--- src/rtl/serial_sub_ctrl.sv ---
// Bit-serial unsigned subtractor controller: one difference bit per clock, LSB first,
// with a start/busy/done handshake and registered difference, borrow and zero flag.
module serial_sub_ctrl #(
    parameter int WIDTH = 8,
    parameter int CNT_W = $clog2(WIDTH) + 1
) (
    input  logic             clk,
    input  logic             rst_n,
    input  logic             start,
    input  logic [WIDTH-1:0] a_in,
    input  logic [WIDTH-1:0] b_in,
    output logic             busy,
    output logic             done,
    output logic [WIDTH-1:0] diff_out,
    output logic             br_out,
    output logic             zero_out
);

    typedef enum logic [1:0] {
        IDLE = 2'd0,
        RUN  = 2'd1,
        DONE = 2'd2
    } state_t;

    state_t           state_q, state_d;
    logic [WIDTH-1:0] a_q, a_d;
    logic [WIDTH-1:0] b_q, b_d;
    logic [WIDTH-1:0] r_q, r_d;
    logic             brw_q, brw_d;
    logic [CNT_W-1:0] cnt_q, cnt_d;
    logic [WIDTH-1:0] diff_q, diff_d;
    logic             br_q, br_d;
    logic             zero_q, zero_d;

    // Subtractor cell: two cascaded half subtractors feeding the borrow flop.
    logic             d_bit;
    logic             brw_nx;
    logic [WIDTH-1:0] r_nx;
    logic             last_bit;

    assign d_bit    = a_q[0] ^ b_q[0] ^ brw_q;
    assign brw_nx   = (~a_q[0] & b_q[0]) | (~(a_q[0] ^ b_q[0]) & brw_q);
    assign r_nx     = {d_bit, r_q[WIDTH-1:1]};
    assign last_bit = (cnt_q == CNT_W'(WIDTH - 1));

    // NOTE: sequential state uses non-blocking assignments so every flop samples
    // pre-edge values; combinational next-state logic uses blocking assignments.
    always_ff @(posedge clk or negedge rst_n) begin
        if (!rst_n) begin
            state_q <= IDLE;
        end else begin
            state_q <= state_d;
        end
    end

    always_comb begin
        state_d = state_q;
        case (state_q)
            IDLE:    if (start) state_d = RUN;
            RUN:     if (last_bit) state_d = DONE;
            DONE:    state_d = IDLE;
            default: state_d = IDLE;
        endcase
    end

    always_comb begin
        busy = (state_q != IDLE);
        done = (state_q == DONE);
    end

    // Datapath next-state; result registers move only on the last RUN cycle.
    always_comb begin
        a_d    = a_q;
        b_d    = b_q;
        r_d    = r_q;
        brw_d  = brw_q;
        cnt_d  = cnt_q;
        diff_d = diff_q;
        br_d   = br_q;
        zero_d = zero_q;
        case (state_q)
            IDLE: begin
                if (start) begin
                    a_d   = a_in;
                    b_d   = b_in;
                    r_d   = '0;
                    brw_d = 1'b0;
                    cnt_d = '0;
                end
            end
            RUN: begin
                a_d   = a_q >> 1;
                b_d   = b_q >> 1;
                r_d   = r_nx;
                brw_d = brw_nx;
                cnt_d = cnt_q + CNT_W'(1);
                if (last_bit) begin
                    diff_d = r_nx;
                    br_d   = brw_nx;
                    zero_d = (r_nx == '0);
                end
            end
            default: ;
        endcase
    end

    always_ff @(posedge clk or negedge rst_n) begin
        if (!rst_n) begin
            a_q    <= '0;
            b_q    <= '0;
            r_q    <= '0;
            brw_q  <= 1'b0;
            cnt_q  <= '0;
            diff_q <= '0;
            br_q   <= 1'b0;
            zero_q <= 1'b0;
        end else begin
            a_q    <= a_d;
            b_q    <= b_d;
            r_q    <= r_d;
            brw_q  <= brw_d;
            cnt_q  <= cnt_d;
            diff_q <= diff_d;
            br_q   <= br_d;
            zero_q <= zero_d;
        end
    end

    assign diff_out = diff_q;
    assign br_out   = br_q;
    assign zero_out = zero_q;

endmodule

--- config.mk ---
export PLATFORM = sky130hd
export DESIGN_NAME = serial_sub_ctrl
export DESIGN_NICKNAME = d
export VERILOG_FILES = /design/src/rtl/serial_sub_ctrl.sv
export SDC_FILE = /design/constraint.sdc
export NUM_CORES = 1
export LEC_CHECK = 0
export CELL_PAD_IN_SITES_DETAIL_PLACEMENT = 0
export CELL_PAD_IN_SITES_GLOBAL_PLACEMENT = 1
export CORE_MARGIN = 5
export CORE_UTILIZATION = 44
export DETAILED_ROUTE_END_ITERATION = 8
export PLACE_DENSITY = 0.93
export SKIP_CTS_REPAIR_TIMING = 1
export SLEW_MARGIN = 5
export SYNTH_ARGS = -nofsm -noshare
export SYNTH_HDL_FRONTEND = slang
export SYNTH_SLANG_ARGS = --single-unit
--- constraint.sdc ---
create_clock -name clk -period 3.75 [get_ports clk]
set_input_delay 0.75 -clock clk [delete_from_list [all_inputs] [get_ports clk]]
set_output_delay 0.75 -clock clk [all_outputs]
set_load 0.03 [all_outputs]
==> implementation parameters, run 1 <==
Parameter                              Value

Synth
  Dominant combinational cell family by area after synthesis ... compound AO/OA/AOI/OAI gates
  Adder and majority cell fraction of the synthesized area ... under 10%
  Fraction of the mapped netlist area in compound gates ... approximately 18%
  Post-synthesis instance area ... between 1500 and 2000 µm²
  Average cell area after synthesis ... 11.8 µm²
  Number of flops mapped to enable cells by yosys ... 0
  Post-Synth Simple-Gate Area ... 9.78%
  Synthesized net count ... approximately 170
  XOR/XNOR share of the synthesized area ... 0%
  Syn. warnings ... 0
  Most used flip-flop cell after synthesis ... sky130_fd_sc_hd__dfrtp_1
  Flip-flop and latch count after synthesis ... 40
  Fraction of synthesized area in multiplexers ... 8.35%
  Post-synthesis cell count ... 148
  Sequential fraction of the synthesis area ... 57.1%
  Ys async rst share ... 100%
  Post-synthesis cell type count ... 32

Timing
  Setup repair after global routing missed its margin ... false
  Fin. max-slew vios ... 0
  # setup viols final ... 0
  Final Hold Fails ... 0
  Final setup TNS ... 0 ps
  Post-route minimum period ... 2850 ps
  Max Clk Rate ... between 0.3 and 0.4 GHz
  Worst Clk Skew ... 5.13 ps
  Transition time at the pin with the least slew margin ... approximately 870 ps
  Relative slew margins ... a little over two fifths
  Portion of the clock cycle consumed by the worst path in the final layout ... between 70% and 80%

Pwr
  Cell internal pwr ... roughly 1.1 mW
  Peak supply drop ... approximately 0.31 mV
  Clock network fraction of design power ... 17.6%
  Power Dens Cells ... between 700 and 800 nW/µm²
  Combinational power share ... 37.4%
  Sw Share ... between 30% and 40%
  NetSw ... 599 µW
  Proportion of power drawn by flip-flops and latches ... 45.0%
  Leakage dissipation ... 0.940 nW

GRT
  Residual overflow from global routing ... 0
  Maximum number of pins on one net before global-route repair ... between 40 and 50
  GRT Util Overall ... about 14%
  Vias in the first global route ... 1245
  Antenna violations before repair ... 0
  Wire length of the first global-routing pass ... between 5 and 6 mm

Finish
  Area taken by multi-input logic gates ... 664 µm²
  Area occupied by registers ... 1000 µm²
  Area added between synthesis and finish ... 22.4%
  Net total in the final layout ... 197
  Post-Layout Cell Count ... 227
  Share of final-layout standard cells stronger than drive strength 1 ... 12.4%
  Diodes inserted ... 0
  Fill cell instance count of the final layout ... 330

Critical path
  Register-to-register path setup slack ... 1620 ps
  Highest fanout seen on the critical path ... 25
  Type of destination of the critical path ... primary output
  Reg2reg end ... diff_out[0]$_DFFE_PN0P_
  R2r worst-path depth ... 3
  RR Startpoint ... state_q[0]$_DFFE_PN0P_
  Startpoint type of the worst setup path ... flop
  Crit path kind ... reg2out
  CP Data Required Time ... 3000 ps
  Endpoint arrival time on the critical path ... 2100 ps

Place
  Number of placed instances with taps included ... 219
  Hpwl dp ... 2.31 mm
  Count of input and output buffers ... 30
  Final estimated routing congestion in global placement ... 0.812

Clocking
  Htree depth ... 2
  Clock-pin slew of the registers on the worst-case setup and hold paths ... 80 ps
  Maximum clock path buffer count ... 2
  Clock latency reported for the late side of the worst-skew pair ... 290 ps
  CTS Root Cell ... sky130_fd_sc_hd__clkbuf_8
  Clk sink count ... 40
  TritonCTS clock tree ... built
  Number of CTS-inserted buffers ... 5

Floorplanning
  Die X-Extent ... 73.1 µm
  Number of ports placed on the die boundary ... 31
  Initial core utilization ... between 40 and 50%
  Row Count ... 23
  Die Outline Area ... 5350 µm²
  Die height ... 73.1 µm
  Total core area ... 3940 µm²

Drt
  Final antenna-violating net count ... 0
  Detailed-router iteration count before antenna repair ... 4
  Via count ... 1214
  Via density per instance ... 5.35
  Detailed-route DRC error count ... 0
  DR iter-0 viols ... 65
  Routed Wire Length ... 3.38 mm
  Average routed wire per standard cell ... 14.9 µm

Worst hold path
  Start point of the worst hold path ... b_q[1]$_DFFE_PN0P_
  Hold-critical path endpoint ... b_q[1]$_DFFE_PN0P_
  Worst min-delay path category ... reg2reg
  Count of cells along the worst hold path ... 2

Run status
  Run status ... complete, no violations

Job
  Number of max-cap violations ... 0
registers in the layout (all words and copies together), names as in the netlist:
| name | cells |
|---|---|
| br_out | 1 |
| a_q | 8 |
| state_q | 2 |
| brw_q | 1 |
| cnt_q | 4 |
| diff_out | 8 |
| zero_out | 1 |
| r_q | 7 |
| b_q | 8 |
kinds of logic after synthesis:
group                    after synthesis
buffers and inverters                 16
flip-flops                            40
AND/OR/NAND/NOR                       33
multiplexers                          11
AO/OA/AOI/OAI                         46
adder cells (fa/ha/maj)                2
area by class of cell:
type / instances / area share [%]
clock buffers: 6 / 3.85
clock inverters: 2 / 0.466
inverters: 6 / 1.05
multi-input cells: 92 / 31.0
flip-flops and latches: 40 / 46.6
well taps: 50 / 2.92
repair buffers: 31 / 14.1
worst max-delay path by stage:
stage                           startpoint   end  slack [ps]  cells past startpoint
floorplan           state_q[0]$_DFFE_PN0P_  done        1870                      3
global placement    state_q[0]$_DFFE_PN0P_  busy        1270                      2
detailed placement  state_q[0]$_DFFE_PN0P_  busy        1250                      2
CTS                 state_q[0]$_DFFE_PN0P_  busy         900                      2
global route        state_q[0]$_DFFE_PN0P_  busy         810                      2
finish              state_q[0]$_DFFE_PN0P_  busy         900                      2
worst max-delay path: stages, from the launching register on:
cell and delay (ps):
sky130_fd_sc_hd__dfrtp_1 890, sky130_fd_sc_hd__or2_2 250, sky130_fd_sc_hd__clkdlybuf4s50_1 670
metrics by stage:
stage	power (mW)	instance area, µm²	util (%)	hold slack, ps	setup slack (ps)
after global routing	1.77	2150	54.4	500	810
after global placement	1.35	2050	52.1	462	1270
after CTS	1.68	2150	54.4	488	904
after detailed placement	1.38	2050	52.1	471	1250
final	1.66	2150	54.4	485	902
after floorplan	1.18	1750	-	450	1870
cell usage after synthesis, drive strengths merged, types with 2 or more instances:
| cell | number | area share [%] |
|---|---|---|
| mux2 | 8 | 6.6 |
| a22oi | 13 | 5.6 |
| a22o | 9 | 4.5 |
| mux2i | 3 | 1.7 |
| nor2b | 2 | 0.71 |
| nor4 | 2 | 0.71 |
| o22ai | 2 | 0.71 |
| o21ai | 16 | 4.6 |
| dfrtp | 40 | 57 |
| buf | 8 | 3.3 |
| inv | 6 | 1.3 |
| clkbuf | 2 | 0.43 |
| a21oi | 2 | 0.57 |
| nand2 | 21 | 4.5 |
| nand2b | 2 | 1.1 |
power by group through the flow:
stage	Sequential, mW	Clock, mW	Combinational [mW]
final	0.746	0.293	0.620
after global routing	0.771	0.321	0.674
after CTS	0.747	0.303	0.630
after detailed placement	0.753	0	0.631
after global placement	0.742	0	0.611
after floorplan	0.789	0	0.391
routing by layer:
metal / wire, µm / global-route usage, % / part of all wire (%)
met1: 1500 / 16.2 / 44
met2: 1610 / 23.5 / 48
met3: 216 / 4.68 / 6.4
met4: 53 / 6.15 / 1.6
met5: 0 / 0 / 0
cells in the final DEF, fill, tap and decap left out, drive strengths merged, types with 2 or more instances in the layout:
| cell type | synthesis | final |
|---|---|---|
| dfrtp | 40 | 40 |
| clkdlybuf4s50 | 0 | 29 |
| nand2 | 21 | 21 |
| o21ai | 16 | 16 |
| a22oi | 13 | 13 |
| a22o | 9 | 9 |
| mux2 | 8 | 8 |
| inv | 6 | 6 |
| clkbuf | 2 | 6 |
| mux2i | 3 | 3 |
| nor2b | 2 | 2 |
| o22ai | 2 | 2 |
| nor4 | 2 | 2 |
| a21oi | 2 | 2 |
| clkinv | 0 | 2 |
| nand2b | 2 | 2 |
| buf | 8 | 2 |
Note: power is estimated with default switching activity, not from simulation.
==> run 2, diff against run 1 <==
--- a/config.mk
+++ b/config.mk
@@ -8,9 +8,9 @@
 export CELL_PAD_IN_SITES_DETAIL_PLACEMENT = 0
 export CELL_PAD_IN_SITES_GLOBAL_PLACEMENT = 1
 export CORE_MARGIN = 5
-export CORE_UTILIZATION = 44
+export CORE_UTILIZATION = 41
 export DETAILED_ROUTE_END_ITERATION = 8
-export PLACE_DENSITY = 0.93
+export PLACE_DENSITY = 0.88
 export SKIP_CTS_REPAIR_TIMING = 1
 export SLEW_MARGIN = 5
 export SYNTH_ARGS = -nofsm -noshare
==> constraint.sdc (replaced) <==
create_clock -name clk -period 2.7 [get_ports clk]
set_input_delay 0.54 -clock clk [delete_from_list [all_inputs] [get_ports clk]]
set_output_delay 0.54 -clock clk [all_outputs]
set_load 0.03 [all_outputs]
==> run 2 against run 1 <==
Net effect: final area grew 0.47%; combinational power grew 48%; flip-flop and latch count is the same; non-clock buffer count grew 2; critical endpoint unchanged.
==> implementation parameters, run 2 (same netlist as run 1, synthesis figures left out) <==
Parameter                              Value

Run status
  Run status ... complete, no violations

Worst hold path
  Worst min-delay path category ... in2async

Timing
  Final Hold Fails ... 0
  Relative slew margins ... between 40% and 50%
  # setup viols final ... 0
  Transition time at the pin with the least slew margin ... 866 ps
  Worst Clk Skew ... approximately 11 ps
  Max Clk Rate ... between 0.4 and 0.5 GHz
  Final setup TNS ... 0 ps
  Post-route minimum period ... 2330 ps
  Setup repair after global routing missed its margin ... false
  Portion of the clock cycle consumed by the worst path in the final layout ... 86.2%
  Fin. max-slew vios ... 0

Finish
  Area added between synthesis and finish ... 23.0%
  Most common cell after layout, fill and taps aside ... sky130_fd_sc_hd__dfrtp_1
  Diodes inserted ... 0
  Net total in the final layout ... 199
  Share of final-layout standard cells stronger than drive strength 1 ... a little over an eighth
  Layout Utilization ... 52.8%
  Post-Layout Cell Count ... 229
  Highest-count cells in the layout ignoring fill and taps ... sky130_fd_sc_hd__dfrtp_1, sky130_fd_sc_hd__clkdlybuf4s50_1, sky130_fd_sc_hd__nand2_1

Clocking
  TritonCTS clock tree ... built
  Clock-pin slew of the registers on the worst-case setup and hold paths ... 80 ps
  Number of CTS-inserted buffers ... 5
  Clk sink count ... 40
  Htree depth ... 2
  Clock latency reported for the late side of the worst-skew pair ... about 300 ps
  CTS Root Cell ... sky130_fd_sc_hd__clkbuf_8
  Maximum clock path buffer count ... 2

Critical path
  Endpoint arrival time on the critical path ... around 1800 ps
  Type of destination of the critical path ... primary output
  Crit path kind ... reg2out
  Highest fanout seen on the critical path ... 15
  Crit path largest cell delay ... 600 ps
  List of cells traversed by the critical path ... or2_2 -> clkdlybuf4s50_1
  Master of the slowest instance on the critical path ... sky130_fd_sc_hd__clkdlybuf4s50_1
  Family with the most delay on the worst path ... buffers and inverters
  CP Data Required Time ... 2160 ps
  Startpoint type of the worst setup path ... flop
  Crit path buf inv count ... 1

Place
  Count of input and output buffers ... 30
  Number of placed instances with taps included ... 221
  Final estimated routing congestion in global placement ... ~0.77
  Hpwl dp ... 2.53 mm

Drt
  Via density per instance ... 5.52
  DR iter-0 viols ... 49
  Detailed-route DRC error count ... 0
  Via count ... approximately 1300
  Average routed wire per standard cell ... 15.8 µm
  Final antenna-violating net count ... 0
  Detailed-router iteration count before antenna repair ... 4
  Routed Wire Length ... between 3 and 4 mm

Floorplanning
  Die Outline Area ... 5680 µm²
  Number of ports placed on the die boundary ... 31
  Total core area ... 4090 µm²
  Row Count ... 23
  Initial core utilization ... between 40 and 50%
  Die height ... about 75 µm
  Die X-Extent ... 75.4 µm

Job
  Number of max-cap violations ... 0

Pwr
  Peak supply drop ... 0.348 mV
  Power Dens Cells ... 1080 nW/µm²
  Leakage dissipation ... 0.946 nW

GRT
  GRT Util Overall ... ~14%
  Residual overflow from global routing ... 0
  Maximum number of pins on one net before global-route repair ... 41
  Wire length of the first global-routing pass ... just under 6 mm
  Vias in the first global route ... 1347
  Antenna violations before repair ... 0
## run 2: changes by cell type in the layout (fill, tap and decap cells not counted)
| cell | change |
|---|---|
| sky130_fd_sc_hd__buf_4 | +2 |
| sky130_fd_sc_hd__clkinv_4 | +1 |
| sky130_fd_sc_hd__clkbuf_8 | -1 |
## run 2: final cells by class
type	instances	area (µm²)
Clock buffer	5	68.8
Inverter	6	22.5
Timing Repair Buffer	33	318
Tap cell	50	62.6
Clock inverter	3	18.8
Fill cell	370	1930
Multi-Input combinational cell	92	664
Sequential cell	40	1000
## run 2: worst reg2reg max path: stages (launching register included)
cell,delay (ps)
sky130_fd_sc_hd__dfrtp_1,530
sky130_fd_sc_hd__buf_4,230
sky130_fd_sc_hd__nand2b_4,160
sky130_fd_sc_hd__nor3_4,600
sky130_fd_sc_hd__mux2_2,410
## run 2: routing by layer
metal | track usage [%] | part of all wire (%) | vias to the layer above
li1 | - | - | 586
met1 | 15.9 | 43 | 636
met2 | 24.0 | 50 | 38
met3 | 6.20 | 6.4 | 5
met4 | 4.47 | 1.1 | 0
met5 | 0 | 0 | -
## run 2: worst paths after layout
| path | startpoint | slack (ps) | cells after the start | endpoint |
|---|---|---|---|---|
| setup / recovery | state_q[1]$_DFFE_PN0P_ | 370 | 2 | busy |
| hold reg to reg | a_q[5]$_DFFE_PN0P_ | 480 | 2 | a_q[5]$_DFFE_PN0P_ |
| max in group asynchronous | rst_n | 1810 | 1 | a_q[7]$_DFFE_PN0P_ |
| hold / removal | rst_n | 350 | 1 | cnt_q[0]$_DFFE_PN0P_ |
| setup reg to reg | state_q[1]$_DFFE_PN0P_ | 680 | 4 | diff_out[0]$_DFFE_PN0P_ |
| min in group clk | a_q[5]$_DFFE_PN0P_ | 480 | 2 | a_q[5]$_DFFE_PN0P_ |
## run 2: stage by stage
step	setup WS [ps]	cell area (µm²)	hold slack, ps	power, mW
final	372	2160	348	2.33
after global routing	277	2160	422	2.48
after CTS	360	2160	372	2.35
after detailed placement	602	2070	471	1.95
after global placement	664	2070	462	1.91
after floorplan	1030	1750	244	1.64
## run 2: report_power, final
| part | total, mW | internal (mW) | switching (mW) |
|---|---|---|---|
| logic | 0.917 | 0.452 | 0.465 |
| registers | 1.01 | 0.827 | 0.188 |
| clock network | 0.396 | 0.180 | 0.216 |
==> run 3, diff against run 2 <==
--- a/config.mk
+++ b/config.mk
@@ -7,7 +7,6 @@
 export LEC_CHECK = 0
 export CELL_PAD_IN_SITES_DETAIL_PLACEMENT = 0
 export CELL_PAD_IN_SITES_GLOBAL_PLACEMENT = 1
-export CORE_MARGIN = 5
 export CORE_UTILIZATION = 41
 export DETAILED_ROUTE_END_ITERATION = 8
 export PLACE_DENSITY = 0.88
==> run 3 against run 2 <==
Net effect: die area shrank 20%; clock skew shrank 3.6 ps; via count shrank 1.0%; sequential share of layout area shrank 0.16 points; count of clock-buffer cells in the layout is the same; routed wire length shrank 8.1%; global-route usage grew 3.3 points; register-to-register slack gained 160 ps; sequential power is essentially flat; total power shrank 0.70%; utilization grew 0.56 points; first-iteration DRC count grew 29%; critical path type unchanged; largest cell class unchanged; highest routed layer unchanged.
==> implementation parameters, run 3 (same netlist as run 1, synthesis figures left out) <==
Parameter                              Value

Critical path
  Register-to-register path setup slack ... around 840 ps
  Crit path largest cell delay ... 590 ps
  Highest fanout seen on the critical path ... 11
  Master of the slowest instance on the critical path ... sky130_fd_sc_hd__clkdlybuf4s50_1
  Crit path kind ... reg2out
  Endpoint arrival time on the critical path ... around 1800 ps
  Type of destination of the critical path ... primary output
  Startpoint type of the worst setup path ... flop
  List of cells traversed by the critical path ... or2_2 -> clkdlybuf4s50_1
  CP Data Required Time ... 2160 ps
  Family with the most delay on the worst path ... buffers and inverters
  Crit path buf inv count ... 1

GRT
  GRT Util Overall ... 17.4%
  Maximum number of pins on one net before global-route repair ... about 40
  Residual overflow from global routing ... 0
  Wire length of the first global-routing pass ... 5.69 mm
  Antenna violations before repair ... 0
  Vias in the first global route ... 1253

Finish
  Diodes inserted ... 0
  Most common cell after layout, fill and taps aside ... sky130_fd_sc_hd__dfrtp_1
  Net total in the final layout ... 200
  Highest-count cells in the layout ignoring fill and taps ... sky130_fd_sc_hd__dfrtp_1, sky130_fd_sc_hd__clkdlybuf4s50_1, sky130_fd_sc_hd__nand2_1
  Fill cell instance count of the final layout ... 337
  Share of final-layout standard cells stronger than drive strength 1 ... 13.9%
  Area occupied by registers ... 1000 µm²
  Area taken by multi-input logic gates ... about 660 µm²
  Fin area ... 2160 µm²
  Post-Layout Cell Count ... 230
  Area added between synthesis and finish ... 23.4%

Drt
  Highest routed layer ... met4
  Final antenna-violating net count ... 0
  Average routed wire per standard cell ... 14.4 µm
  DR iter-0 viols ... between 60 and 70
  Via density per instance ... 5.44
  Routed Wire Length ... 3.32 mm
  Metal3 WL ... 155 µm
  Post-Route M1 WL ... 1.50 mm
  Via count ... 1252
  Detailed-router iteration count before antenna repair ... 4
  Total length of routed met2 wires ... approximately 1.6 mm
  Detailed-route DRC error count ... 0

Pwr
  Peak supply drop ... 0.391 mV
  Power Dens Cells ... 1070 nW/µm²
  Total Power ... about 2.3 mW
  Leakage dissipation ... 0.952 nW

Place
  Number of placed instances with taps included ... 222
  Count of input and output buffers ... 30
  Final estimated routing congestion in global placement ... 0.782
  Area post-placement ... 2080 µm²
  Hpwl dp ... between 2 and 2.5 mm

Clocking
  Clock latency reported for the late side of the worst-skew pair ... 300 ps
  CTS Root Cell ... sky130_fd_sc_hd__clkbuf_8
  Clk sink count ... 40
  TritonCTS clock tree ... built
  Clock-pin slew of the registers on the worst-case setup and hold paths ... 80 ps
  Maximum clock path buffer count ... 2
  Number of CTS-inserted buffers ... 5
  Htree depth ... 2

Floorplanning
  Total core area ... around 4100 µm²
  Die height ... 67.4 µm
  Row Count ... 23
  Die X-Extent ... 67.4 µm
  Number of ports placed on the die boundary ... 31
  Die Outline Area ... 4540 µm²
  Initial core utilization ... 43.2%

Timing
  Portion of the clock cycle consumed by the worst path in the final layout ... 84.7%
  Relative slew margins ... 42.0%
  Transition time at the pin with the least slew margin ... 870 ps
  Max Clk Rate ... 0.437 GHz
  # setup viols final ... 0
  Setup repair after global routing missed its margin ... false
  Post-route minimum period ... around 2300 ps
  Fin. max-slew vios ... 0
  Final setup TNS ... 0 ps
  Worst Clk Skew ... approximately 7 ps
  Final Hold Fails ... 0

Run status
  Run status ... complete, no violations

Job
  Number of max-cap violations ... 0

Worst hold path
  Worst min-delay path category ... in2async
## run 3: changes by cell type in the layout (fill, tap and decap cells not counted)
cell	previous run	this run
sky130_fd_sc_hd__buf_4	3	4
## run 3: layer usage
metal  up-vias  global-route usage, %
li1        591                      -
met4         0                   9.57
met3         8                   4.05
met1       607                   21.0
met2        46                   28.7
met5         -                      0
## run 3: layout make-up
type                       instances  share of cell area [%]
inverter                           6                    1.04
tap                               50                    2.89
sequential                        40                    46.3
clock buffer                       5                    3.18
timing repair buffer              34                    15.0
clock inverter                     3                   0.868
multi-input combinational         92                    30.7
## run 3: final timing paths
check / from / endpoint / cells past startpoint
min in group clk: b_q[1]$_DFFE_PN0P_ / b_q[1]$_DFFE_PN0P_ / 2
max reg2reg: cnt_q[0]$_DFFE_PN0P_ / diff_out[0]$_DFFE_PN0P_ / 4
max in group asynchronous: rst_n / br_out$_DFFE_PN0P_ / 1
min reg2reg: b_q[1]$_DFFE_PN0P_ / b_q[1]$_DFFE_PN0P_ / 2
max: state_q[0]$_DFFE_PN0P_ / busy / 2
min: rst_n / diff_out[2]$_DFFE_PN0P_ / 1
## run 3: report_power, final
group	internal [mW]	switching, mW
combinational	0.457	0.449
sequential	0.826	0.190
clock	0.180	0.209
total	1.46	0.848
## run 3: stage by stage
stage	util (%)	hold WS (ps)	worst slack (ps)
3_5_place_dp	51.2	473	743
3_3_place_gp	51.2	462	752
5_1_grt	53.3	429	371
2_1_floorplan	-	244	1030
6_report	53.3	359	413
4_1_cts	53.3	385	402
